<file path="src/rtl/iq_capture_sequencer.sv">
// rtl/iq_capture_sequencer.sv - run-level controller for the IQ capture core
// Drives ap_ctrl_hs, counts output beats and recovers the core on abort/deadlock/timeout.
module iq_capture_sequencer #(
  parameter int CNT_W      = 32,
  parameter int WDOG_W     = 24,
  parameter int RST_CYCLES = 16
) (
  input  logic              clock,
  input  logic              reset,
  input  logic              cfg_start,
  input  logic              cfg_abort,
  input  logic [CNT_W-1:0]  cfg_len,
  input  logic [WDOG_W-1:0] cfg_wdog,
  output logic              ap_start,
  input  logic              ap_ready,
  input  logic              ap_done,
  input  logic              ap_idle,
  input  logic              dl_block,
  input  logic              beat_valid,
  input  logic              beat_ready,
  output logic              core_rst,
  output logic              busy,
  output logic              done_pulse,
  output logic [2:0]        status,
  output logic [CNT_W-1:0]  beats
);

  localparam int RC_W = (RST_CYCLES > 1) ? $clog2(RST_CYCLES) : 1;
  localparam logic [RC_W-1:0] RC_LOAD = RC_W'(RST_CYCLES - 1);

  localparam logic [2:0] ST_OK       = 3'd0;
  localparam logic [2:0] ST_ABORT    = 3'd1;
  localparam logic [2:0] ST_DEADLOCK = 3'd2;
  localparam logic [2:0] ST_TIMEOUT  = 3'd3;
  localparam logic [2:0] ST_BADLEN   = 3'd4;

  typedef enum logic [2:0] {IDLE, START, RUN, DRAIN, RECOVER, DONE} state_t;

  state_t            state, state_next;
  logic [CNT_W-1:0]  len_latched, len_latched_next;
  logic [WDOG_W-1:0] wdog_reload, wdog_reload_next;
  logic [WDOG_W-1:0] wdog_count, wdog_count_next;
  logic [CNT_W-1:0]  beats_next;
  logic [2:0]        code, code_next;
  logic [2:0]        status_next;
  logic [RC_W-1:0]   rst_count, rst_count_next;

  logic              beat;
  logic              wdog_en;
  logic              wdog_zero;
  logic              fault;
  logic [2:0]        fault_code;
  logic [CNT_W-1:0]  beats_inc;

  assign beat      = beat_valid & beat_ready;
  assign wdog_en   = (wdog_reload != '0);
  assign wdog_zero = wdog_en && (wdog_count == '0);
  assign beats_inc = beats + CNT_W'(1);

  // Fault priority shared by START (abort only), RUN and DRAIN.
  always_comb begin
    fault      = 1'b1;
    fault_code = ST_OK;
    if (cfg_abort) begin
      fault_code = ST_ABORT;
    end else if (dl_block) begin
      fault_code = ST_DEADLOCK;
    end else if (wdog_zero) begin
      fault_code = ST_TIMEOUT;
    end else begin
      fault = 1'b0;
    end
  end

  always_comb begin
    state_next       = state;
    len_latched_next = len_latched;
    wdog_reload_next = wdog_reload;
    wdog_count_next  = wdog_count;
    beats_next       = beats;
    code_next        = code;
    rst_count_next   = rst_count;
    status_next      = status;

    case (state)
      IDLE: begin
        if (cfg_start) begin
          if (cfg_len == '0) begin
            code_next  = ST_BADLEN;
            state_next = DONE;
          end else if (ap_idle) begin
            len_latched_next = cfg_len;
            wdog_reload_next = cfg_wdog;
            wdog_count_next  = cfg_wdog;
            beats_next       = '0;
            code_next        = ST_OK;
            state_next       = START;
          end
        end
      end

      START: begin
        if (cfg_abort) begin
          code_next      = ST_ABORT;
          rst_count_next = RC_LOAD;
          state_next     = RECOVER;
        end else if (ap_ready) begin
          state_next = RUN;
        end
      end

      RUN: begin
        if (beat) begin
          beats_next      = beats_inc;
          wdog_count_next = wdog_reload;
        end else if (wdog_en && (wdog_count != '0)) begin
          wdog_count_next = wdog_count - WDOG_W'(1);
        end
        // A beat landing on a fault cycle is still counted.
        if (beat && (beats_inc == len_latched)) begin
          state_next = DRAIN;
        end else if (fault) begin
          code_next      = fault_code;
          rst_count_next = RC_LOAD;
          state_next     = RECOVER;
        end
      end

      DRAIN: begin
        if (wdog_en && (wdog_count != '0)) begin
          wdog_count_next = wdog_count - WDOG_W'(1);
        end
        if (ap_done) begin
          code_next  = ST_OK;
          state_next = DONE;
        end else if (fault) begin
          code_next      = fault_code;
          rst_count_next = RC_LOAD;
          state_next     = RECOVER;
        end
      end

      RECOVER: begin
        if (rst_count == '0) begin
          state_next = DONE;
        end else begin
          rst_count_next = rst_count - RC_W'(1);
        end
      end

      DONE: begin
        state_next = IDLE;
      end

      default: begin
        state_next = IDLE;
      end
    endcase

    if (state_next == DONE) begin
      status_next = code_next;
    end
  end

  // Outputs are registered from the next state so they line up with it.
  always_ff @(posedge clock) begin
    if (reset) begin
      state       <= IDLE;
      len_latched <= '0;
      wdog_reload <= '0;
      wdog_count  <= '0;
      beats       <= '0;
      code        <= ST_OK;
      status      <= ST_OK;
      rst_count   <= '0;
      ap_start    <= 1'b0;
      core_rst    <= 1'b0;
      busy        <= 1'b0;
      done_pulse  <= 1'b0;
    end else begin
      state       <= state_next;
      len_latched <= len_latched_next;
      wdog_reload <= wdog_reload_next;
      wdog_count  <= wdog_count_next;
      beats       <= beats_next;
      code        <= code_next;
      status      <= status_next;
      rst_count   <= rst_count_next;
      ap_start    <= (state_next == START);
      core_rst    <= (state_next == RECOVER);
      busy        <= (state_next != IDLE);
      done_pulse  <= (state_next == DONE);
    end
  end

endmodule
</file>
<file path="config.mk">
export PLATFORM = sky130hd
export DESIGN_NAME = iq_capture_sequencer
export DESIGN_NICKNAME = d
export VERILOG_FILES = /design/src/rtl/iq_capture_sequencer.sv
export SDC_FILE = /design/constraint.sdc
export NUM_CORES = 1
export LEC_CHECK = 0
export CORE_ASPECT_RATIO = 0.6
export CORE_MARGIN = 3
export CORE_UTILIZATION = 25
export CTS_BUF_LIST = sky130_fd_sc_hd__clkbuf_2
export CTS_CLUSTER_DIAMETER = 100
export DETAILED_ROUTE_END_ITERATION = 8
export PLACE_DENSITY_LB_ADDON = 0.2
export SLEW_MARGIN = 20
export SYNTH_ARGS = -nofsm -noshare
export SYNTH_HDL_FRONTEND = slang
export SYNTH_SLANG_ARGS = --single-unit
</file>
<file path="constraint.sdc">
create_clock -name clock -period 3.8 [get_ports clock]
set_input_delay 1.14 -clock clock [delete_from_list [all_inputs] [get_ports clock]]
set_output_delay 1.14 -clock clock [all_outputs]
set_load 0.005 [all_outputs]
</file>
; Word-level counts from Yosys, hierarchy flattened
; Cells that the tools add are included.
[totals]
elab_cells = 91
in_bits = 66
reg_bits = 129
[classes]
n_mux = 41
n_addsub = 3
eq_ne = 16
n_bitwise = 2
reduce_logical = 17
[ops]
columns = operator, n
row1 = $mux 32, 4
row2 = $mux 24, 5
row3 = $pmux 24 s3, 1
row4 = $pmux 32 s2, 1
row5 = $mux 3, 16
row6 = $reduce_bool 24->1, 2
row7 = $add 32x1->32 const B, 1
row8 = $eq 32x32->1, 1
row9 = $logic_not 32->1, 1
row10 = $logic_not 24->1, 1
row11 = $sub 24x1->24 const B, 1
row12 = $mux 4, 5
row13 = $ne 2x2->1 const B, 8
row14 = $pmux 4 s4, 1
row15 = $pmux 3 s5, 1
row16 = $pmux 3 s4, 1
row17 = $reduce_and 5->1, 2
row18 = $eq 3x3->1 const B, 3
row19 = $reduce_and 4->1, 2
row20 = $eq 3x1->1 const B, 2
row21 = $eq 3x2->1 const B, 2
row22 = $mux 2, 3
row23 = $reduce_bool 3->1, 2
row24 = $logic_not 4->1, 1
row25 = other kinds (8), 12

; Depth between registers and ports, before layout
; Gate-level depths: netlist of run 1.
[depth]
word_depth = 9
depth_mapped = 11
depth_no_buf = 10

; Worst setup path after synthesis of run 1
; OpenSTA, ideal clock, no wires.
[synth_timing]
path_kind = register to register
from = register beats[0]
to = register code[0]
arrival_time_ns = 2.739
slack_ns = 0.990
setup_time_ns = 0.070
period_less_slack_ns = 2.810
t_required_ns = 3.730
stages_incl_launch_ff = 11
path_cell_list = dfxtp_1 > ha_1 > nand3_1 > nor3_1 > nand2_1 > xnor2_1 > nor4_1 > nand4_1 > nor2_1 > mux2_2 > a21oi_1
[synth_via]
elab_chain_cells = 5
[synth_lines]
columns = item, line
row1 = "start, declared", 25  ; output logic [CNT_W-1:0] beats
row2 = "start signal, assigned", 185  ; beats <= beats_next;
row3 = $add 32x1->32, 58  ; assign beats_inc = beats + CNT_W'(1);
row4 = $eq 32x32->1, 120  ; if (beat && (beats_inc == len_latched)) begin
row5 = $logic_and 1x1->1, 120
row6 = $mux 3, 120
row7 = $pmux 3 s4, 85  ; case (state)
row8 = "end signal, assigned", 186  ; code <= code_next;
row9 = "end, declared", 44  ; logic [2:0] code, code_next;
; Every way passes these cells.
; A chain may end at the register's enable or synchronous reset.

; Worst setup path after layout of run 1
[layout_timing]
from = register beats[4]
to = register rst_count[1]
[layout_via]
elab_chain_cells = 5
[layout_lines]
columns = item, line
row1 = $add 32x1->32, 58
row2 = $eq 32x32->1, 120
row3 = $logic_and 1x1->1, 120
row4 = $ne 2x2->1 (no source line), n/a
row5 = $reduce_and 5->1 (no source line), n/a
row6 = "end signal, assigned", 188  ; rst_count <= rst_count_next;
row7 = "end, declared", 46  ; logic [RC_W-1:0] rst_count, rst_count_next;
; Every way passes these cells.

==> results of run 1 <==
-- cells by family (layout without fill, tap and decap cells) --
| family | Yosys count | after routing |
|---|---|---|
| AOI/OAI and AO/OA | 298 | 298 |
| DFF | 129 | 129 |
| buffers and inverters | 84 | 203 |
| xor gates and xnor gates | 49 | 49 |
| muxes | 3 | 3 |
| adders and majority gates | 4 | 4 |
| and+or+nand+nor | 457 | 457 |
-- layer usage --
layer	vias up	part of all wire (%)	global-route usage [%]	wire, um
li1	3946	-	-	-
met1	3786	53	28.54	15380
met2	302	38	23.63	11020
met3	20	7.4	4.235	2136
met4	0	1.1	3.716	310
met5	-	0	0	0
-- state kept, by name, summed over array words and instances, names as in the netlist --
name and flops:
done_pulse 1, wdog_count 24, len_latched 32, beats 32
state 3, wdog_reload 24, status 3, code 3
busy 1, core_rst 1, ap_start 1, rst_count 4
-- area by class of cell --
cell class | instances | area share (%)
flip-flops and latches | 129 | 27.48
inverters | 12 | 0.4793
clock inverters | 15 | 1.518
multi-input cells | 811 | 48.18
clock buffers | 17 | 0.9053
well taps | 400 | 5.326
repair buffers | 159 | 16.11
-- cells in the mapped netlist (10+ instances only) --
cell type | count | area share, %
a311oi_1 | 11 | 1.3
nand3_1 | 26 | 1.8
or3_1 | 12 | 1.0
clkbuf_1 | 56 | 2.8
nor3_1 | 42 | 2.8
a31oi_1 | 10 | 0.84
nand2_1 | 175 | 8.8
nor2_1 | 93 | 4.7
xnor2_1 | 28 | 3.3
nor4_1 | 29 | 2.4
o21ai_0 | 57 | 3.8
nand4_1 | 20 | 1.7
and3_1 | 12 | 1.0
xor2_1 | 21 | 2.5
a21oi_1 | 141 | 9.5
inv_1 | 12 | 0.61
a22oi_1 | 17 | 1.7
and4_1 | 11 | 1.3
dfxtp_1 | 129 | 35
-- power by group through the flow --
stage,combinational (mW),sequential (mW),clock [mW]
6_report,0.525,1.45,0.873
5_1_grt,0.577,1.46,0.965
4_1_cts,0.519,1.45,0.915
3_5_place_dp,0.516,1.48,0
3_3_place_gp,0.515,1.48,0
2_1_floorplan,0.304,1.46,0
-- tightest hold or removal path: stages, from the launching register on --
cell and delay, ns:
dfxtp_1 0.36, nand2_1 0.05, a21oi_1 0.05
-- per-stage QoR --
| step | worst slack (ns) | power, mW | cell area, um2 |
|---|---|---|---|
| floorplan | 0.9901 | 1.763 | 7430 |
| global placement | -0.2538 | 1.993 | 9170 |
| detailed placement | -0.2681 | 1.995 | 9170 |
| CTS | 0.3516 | 2.886 | 9398 |
| global route | 0.02089 | 3.002 | 9398 |
| finish | 0.2293 | 2.851 | 9398 |
-- final timing paths --
check                                      from         endpoint  slack, ns  cells past startpoint
worst max register to register         beats[4]     rst_count[1]       0.23                      8
worst max-delay path                   beats[4]     rst_count[1]       0.23                      8
worst min-delay path            len_latched[29]  len_latched[29]       0.48                      2
worst min register to register  len_latched[29]  len_latched[29]       0.48                      2
==> summary.txt, run 1 <==
Outcome
  – Status: finished, final reports clean

Drt
  – Post-DRT Antenna Nets: 0
  – Total vias in the final route: between 8000 and 9000
  – Routed WL per cell: 18.69 um
  – Routed wire length: 28850 um
  – Remaining DRCs: 0
  – Vias/cell: about 5.2
  – DRT iter0 DRCs: 968
  – Drt pass-1 iters: 5

Global route
  – Vias in the first global route: 7427
  – Gr usage total: roughly 18%
  – Initial antenna violation count: 0
  – Largest net degree at the start of global routing: 55
  – First-pass GRT wire length: 44660 um
  – Total global routing overflow: 0

Logic synthesis
  – Largest family of logic cells by synthesized area: simple AND/OR/NAND/NOR gates
  – Multiplexer area fraction after synthesis: 0.4379%
  – Top FF cell, synth: dfxtp_1
  – Adder-Cell Fraction of Synth Area: less than 1%
  – Syn Inst Count: 1024
  – YS warnings: 0
  – Syn_area_per_cell: 7.255 um2
  – Number of synthesized flops with an enable pin: 0
  – Post-Synth XOR/XNOR Area: about 5.8%
  – Seq cells post-synth: 129
  – Post-Syn Area: approximately 7400 um2
  – Synth Area in Compound Gates: 24.39%
  – Netlist cell types: 73
  – Simple-gate share of the synthesized area: 29.54%
  – Synthesized Nets: 1094
  – Post-synthesis sequential area ratio: 34.76%
  – Synth async-reset ratio: 0%

Timing
  – Worst hold slack: 0.4838 ns
  – Max Freq: 280.1 MHz
  – Fin crit share: 93.97%
  – Worst Tran Pin Value: roughly 1.1 ns
  – Sum Neg Setup Slack: 0 ns
  – Slew headroom: around 28%
  – Final hold violations: 0
  – Final-report max-slew violation count: 0
  – Period minus WS final: roughly 3.6 ns
  – RSZ-0062 raised after global routing: false
  – Fin Clk Skew: ~0.05 ns
  – # setup viols final: 0

Finish
  – Commonest non-fill, non-tap cells in the layout: 175 x nand2_1, 140 x a21oi_1, 129 x dfxtp_1
  – Final-stage net count: 1200
  – Fillers: ~3200
  – Combined area of the multi-input logic cells: ~4500 um2
  – Final Non-Filler Cells: about 1500
  – Share of cells above drive strength 1: 8.661%
  – Commonest non-fill, non-tap cell in the layout: nand2_1
  – P&R area growth vs syn: 26.49%
  – Final core occ: 32.40%
  – FF/Latch Area: 2582 um2
  – N_diodes: 0

Pwr
  – Reg power frac: 50.9%
  – Switching Fraction: 32.82%
  – Leak: 3.292 nW
  – Pwr/cell area: slightly above 300 nW/um2
  – VDD IR max: between 100 and 150 uV
  – Internal power: 1.915 mW
  – Net Switching: between 0.9 and 1 mW
  – Comb power frac: between 10% and 20%
  – Clock network fraction of total power: a little under a third

Placement
  – Gpl congestion: 0.8960
  – Post-placement cell count: 1511
  – DPL Wire Length: 21700 um
  – Port Buffers: 104

Worst setup path
  – CP Class: reg2reg
  – Crit path max fanout: 13
  – CP cell instances: nand3_1, or4_4, nor4_4, mux2i_1, nor4_2, nand4_1, o31a_1, a311oi_1
  – Crit path DAT: 4.27 ns
  – Startpoint Class: register
  – Crit. End Element: register
  – Crit-path slowest cell: dfxtp_1
  – Family with the most delay on the worst path: simple AND/OR/NAND/NOR gates
  – Max stage delay on crit path: 0.63 ns
  – Critical path required time: 4.49 ns
  – Worst Path Buf+Inv: 0

Clock network
  – Hold_buf cts: 0
  – # clock sinks: between 100 and 150
  – TritonCTS clock tree: built
  – Clock slew at reported path FFs: 0.22 ns
  – H-tree levels: 4
  – Bufs on Longest Clock Path: 2
  – Total CTS buffers: 17
  – Post_cts resized: 0
  – Postcts setup bufs: 0
  – Worst-Skew Late Latency: 0.77 ns
  – Root Driver: clkbuf_2

Floorplanning
  – # IOs: 105
  – Num rows: 48
  – Initial Util: about a quarter
  – Die ar.: 31890 um2
  – Die Ht: 139.5 um
  – Core area: 29010 um2
  – Die width: 228.6 um

Min path
  – Worst hold path class: reg2reg

Job
  – Maxcap violations: 0
Note: power is estimated with default switching activity, not from simulation.
==> run 2, diff against run 1 <==
==> constraint.sdc (replaced) <==
create_clock -name clock -period 4 [get_ports clock]
set_input_delay 1.2 -clock clock [delete_from_list [all_inputs] [get_ports clock]]
set_output_delay 1.2 -clock clock [all_outputs]
set_load 0.005 [all_outputs]
==> run 2 against run 1 <==
Net effect:
- final cell count fell by 0.78%
- fmax fell by 3.5%
- combinational power fell by 7.2%
- critical path type unchanged
==> summary.txt, run 2 (synthesized netlist as in run 1, its figures left out) <==
Finish
  – Commonest non-fill, non-tap cells in the layout: 175 x nand2_1, 140 x a21oi_1, 129 x dfxtp_1
  – Final core occ: 32.07% (-0.33 points)
  – Biggest regs: beats x32, len_latched x32
  – Combined area of the multi-input logic cells: 4528 um2 (unchanged)
  – Final Non-Filler Cells: 1531 (-0.78%)
  – Final instance area: 9301 um2 (-1.0%)
  – P&R area growth vs syn: 25.19%
  – Fillers: 3197 (+1.2%)
  – Final-stage net count: 1189 (-0.92%)
  – Commonest non-fill, non-tap cell in the layout: nand2_1
  – FF/Latch Area: 2582 um2 (unchanged)
  – Share of cells above drive strength 1: 7.958% (-0.70 points)
  – N_diodes: 0 (unchanged)

Timing
  – # setup viols final: 0 (unchanged)
  – Final hold violations: 0 (unchanged)
  – Final-report max-slew violation count: 0 (unchanged)
  – Max Freq: 270.3 MHz (-3.5%)
  – Fin Clk Skew: 0.05551 ns (+0.005291 ns)
  – Worst Tran Pin Value: 0.8802 ns (-0.1858 ns)
  – Worst setup margin: 0.3005 ns (+0.07117 ns)
  – RSZ-0062 raised after global routing: false
  – Slew headroom: 41.32% (+13 points)
  – Worst hold slack: 0.4789 ns (-0.004982 ns)
  – Fin crit share: 92.49% (-1.5 points)
  – Period minus WS final: 3.700 ns (+0.1288 ns)

Placement
  – Post-placement cell count: 1500 (-0.73%)
  – Gpl congestion: 0.8696 (-2.9%)
  – DPL Wire Length: 21220 um (-2.2%)
  – Worst slack, placed: -0.05363 ns (+0.2145 ns)
  – Area after DPL: 9087 um2 (-0.90%)
  – Port Buffers: 104 (unchanged)

Worst setup path
  – Critical path required time: 4.66 ns (+0.17 ns)
  – Crit path max fanout: 13 (unchanged)
  – Crit-path slowest cell: or4_4
  – Crit path DAT: 4.36 ns (+0.09 ns)
  – Crit. End Element: register
  – CP cell instances: nand3_1, or4_4, nor4_4, mux2i_1, nor4_2, nand4_1, o31a_1, a311oi_1
  – R2R setup slack: 0.30 ns (+0.07 ns)
  – Startpoint Class: register
  – Max stage delay on crit path: 0.64 ns (about the same)
  – CP Class: reg2reg

Drt
  – Remaining DRCs: 0 (unchanged)
  – Vias/cell: 5.248 (+0.55%)
  – DRT iter0 DRCs: 864 (-11%)
  – Drt pass-1 iters: 5 (unchanged)
  – Routed WL per cell: 18.67 um (-0.11%)
  – Total vias in the final route: 8035 (-0.24%)
  – Routed wire length: 28590 um (-0.88%)
  – Post-DRT Antenna Nets: 0 (unchanged)

Clock network
  – # clock sinks: 129 (unchanged)
  – Clock slew at reported path FFs: 0.22 ns (about the same)
  – H-tree levels: 4 (unchanged)
  – Total CTS buffers: 17 (unchanged)
  – TritonCTS clock tree: built
  – Worst-Skew Late Latency: 0.80 ns (+0.03 ns)
  – Hold_buf cts: 0 (unchanged)
  – Post_cts resized: 0 (unchanged)
  – Bufs on Longest Clock Path: 2 (unchanged)
  – Postcts setup bufs: 0 (unchanged)
  – Root Driver: clkbuf_2

Pwr
  – VDD IR max: 159.2 uV (+35%)
  – Pwr/cell area: 288.4 nW/um2 (-5.0%)
  – Leak: 3.252 nW (-1.2%)

Global route
  – Gr usage total: 17.71% (-0.17 points)
  – Largest net degree at the start of global routing: 77 (+40%)
  – Total global routing overflow: 0 (unchanged)
  – First-pass GRT wire length: 44050 um (-1.4%)
  – Initial antenna violation count: 0 (unchanged)
  – Vias in the first global route: 7208 (-2.9%)

Floorplanning
  – Initial Util: 25.61% (unchanged)
  – Die ar.: 31890 um2 (unchanged)
  – Num rows: 48 (unchanged)
  – Die Ht: 139.5 um (unchanged)
  – # IOs: 105 (unchanged)
  – Core area: 29010 um2 (unchanged)
  – Die width: 228.6 um (unchanged)

Outcome
  – Status: finished, final reports clean

Min path
  – Worst hold path class: reg2reg

Job
  – Maxcap violations: 0 (unchanged)
run 2: cell types whose count changed in the layout (fill, tap and decap cells not counted), sizes merged:
cell	change
buf	-11
clkbuf	+2
clkinvlp	-2
inv	-1
run 2: path summary, 6_finish.rpt:
kind	to	startpoint	cells past startpoint
max	rst_count[1]	beats[4]	8
min	len_latched[15]	len_latched[15]	2
max reg2reg	rst_count[1]	beats[4]	8
min reg2reg	len_latched[15]	len_latched[15]	2
run 2: per-layer routing:
metal,routed length [um],share of wire (%),track usage [%],vias up
met1,15370,54,28.44,3823
met3,2049,7.2,4.071,27
met4,367,1.3,4.081,0
met5,0,0,0,-
met2,10810,38,23.07,271
li1,-,-,-,3914
run 2: through the flow:
stage	power, mW	setup TNS [ns]
2_1_floorplan	1.675	0
3_3_place_gp	1.887	0
3_5_place_dp	1.886	-0.1765
4_1_cts	2.713	0
5_1_grt	2.828	0
6_report	2.682	0
run 2: power breakdown:
group          internal, mW  total (mW)  leakage (nW)  switching [mW]
sequential             1.33        1.38          1.05          0.0474
combinational         0.201       0.487          2.06           0.285
clock                 0.281       0.815         0.141           0.534
run 2: area by class of cell:
class	instances	area share, %
Multi-Input combinational cell	811	48.68
Clock buffer	19	1.022
Timing Repair Buffer	148	15.39
Inverter	12	0.4843
Clock inverter	12	1.278
Sequential cell	129	27.76
Tap cell	400	5.381
run 2: critical path, delay by kind of cell, from the launching register on:
kind	cells	cell delay, ns
simple gates	5	2.10
compound gates	2	0.67
flops	1	0.62
mux	1	0.18
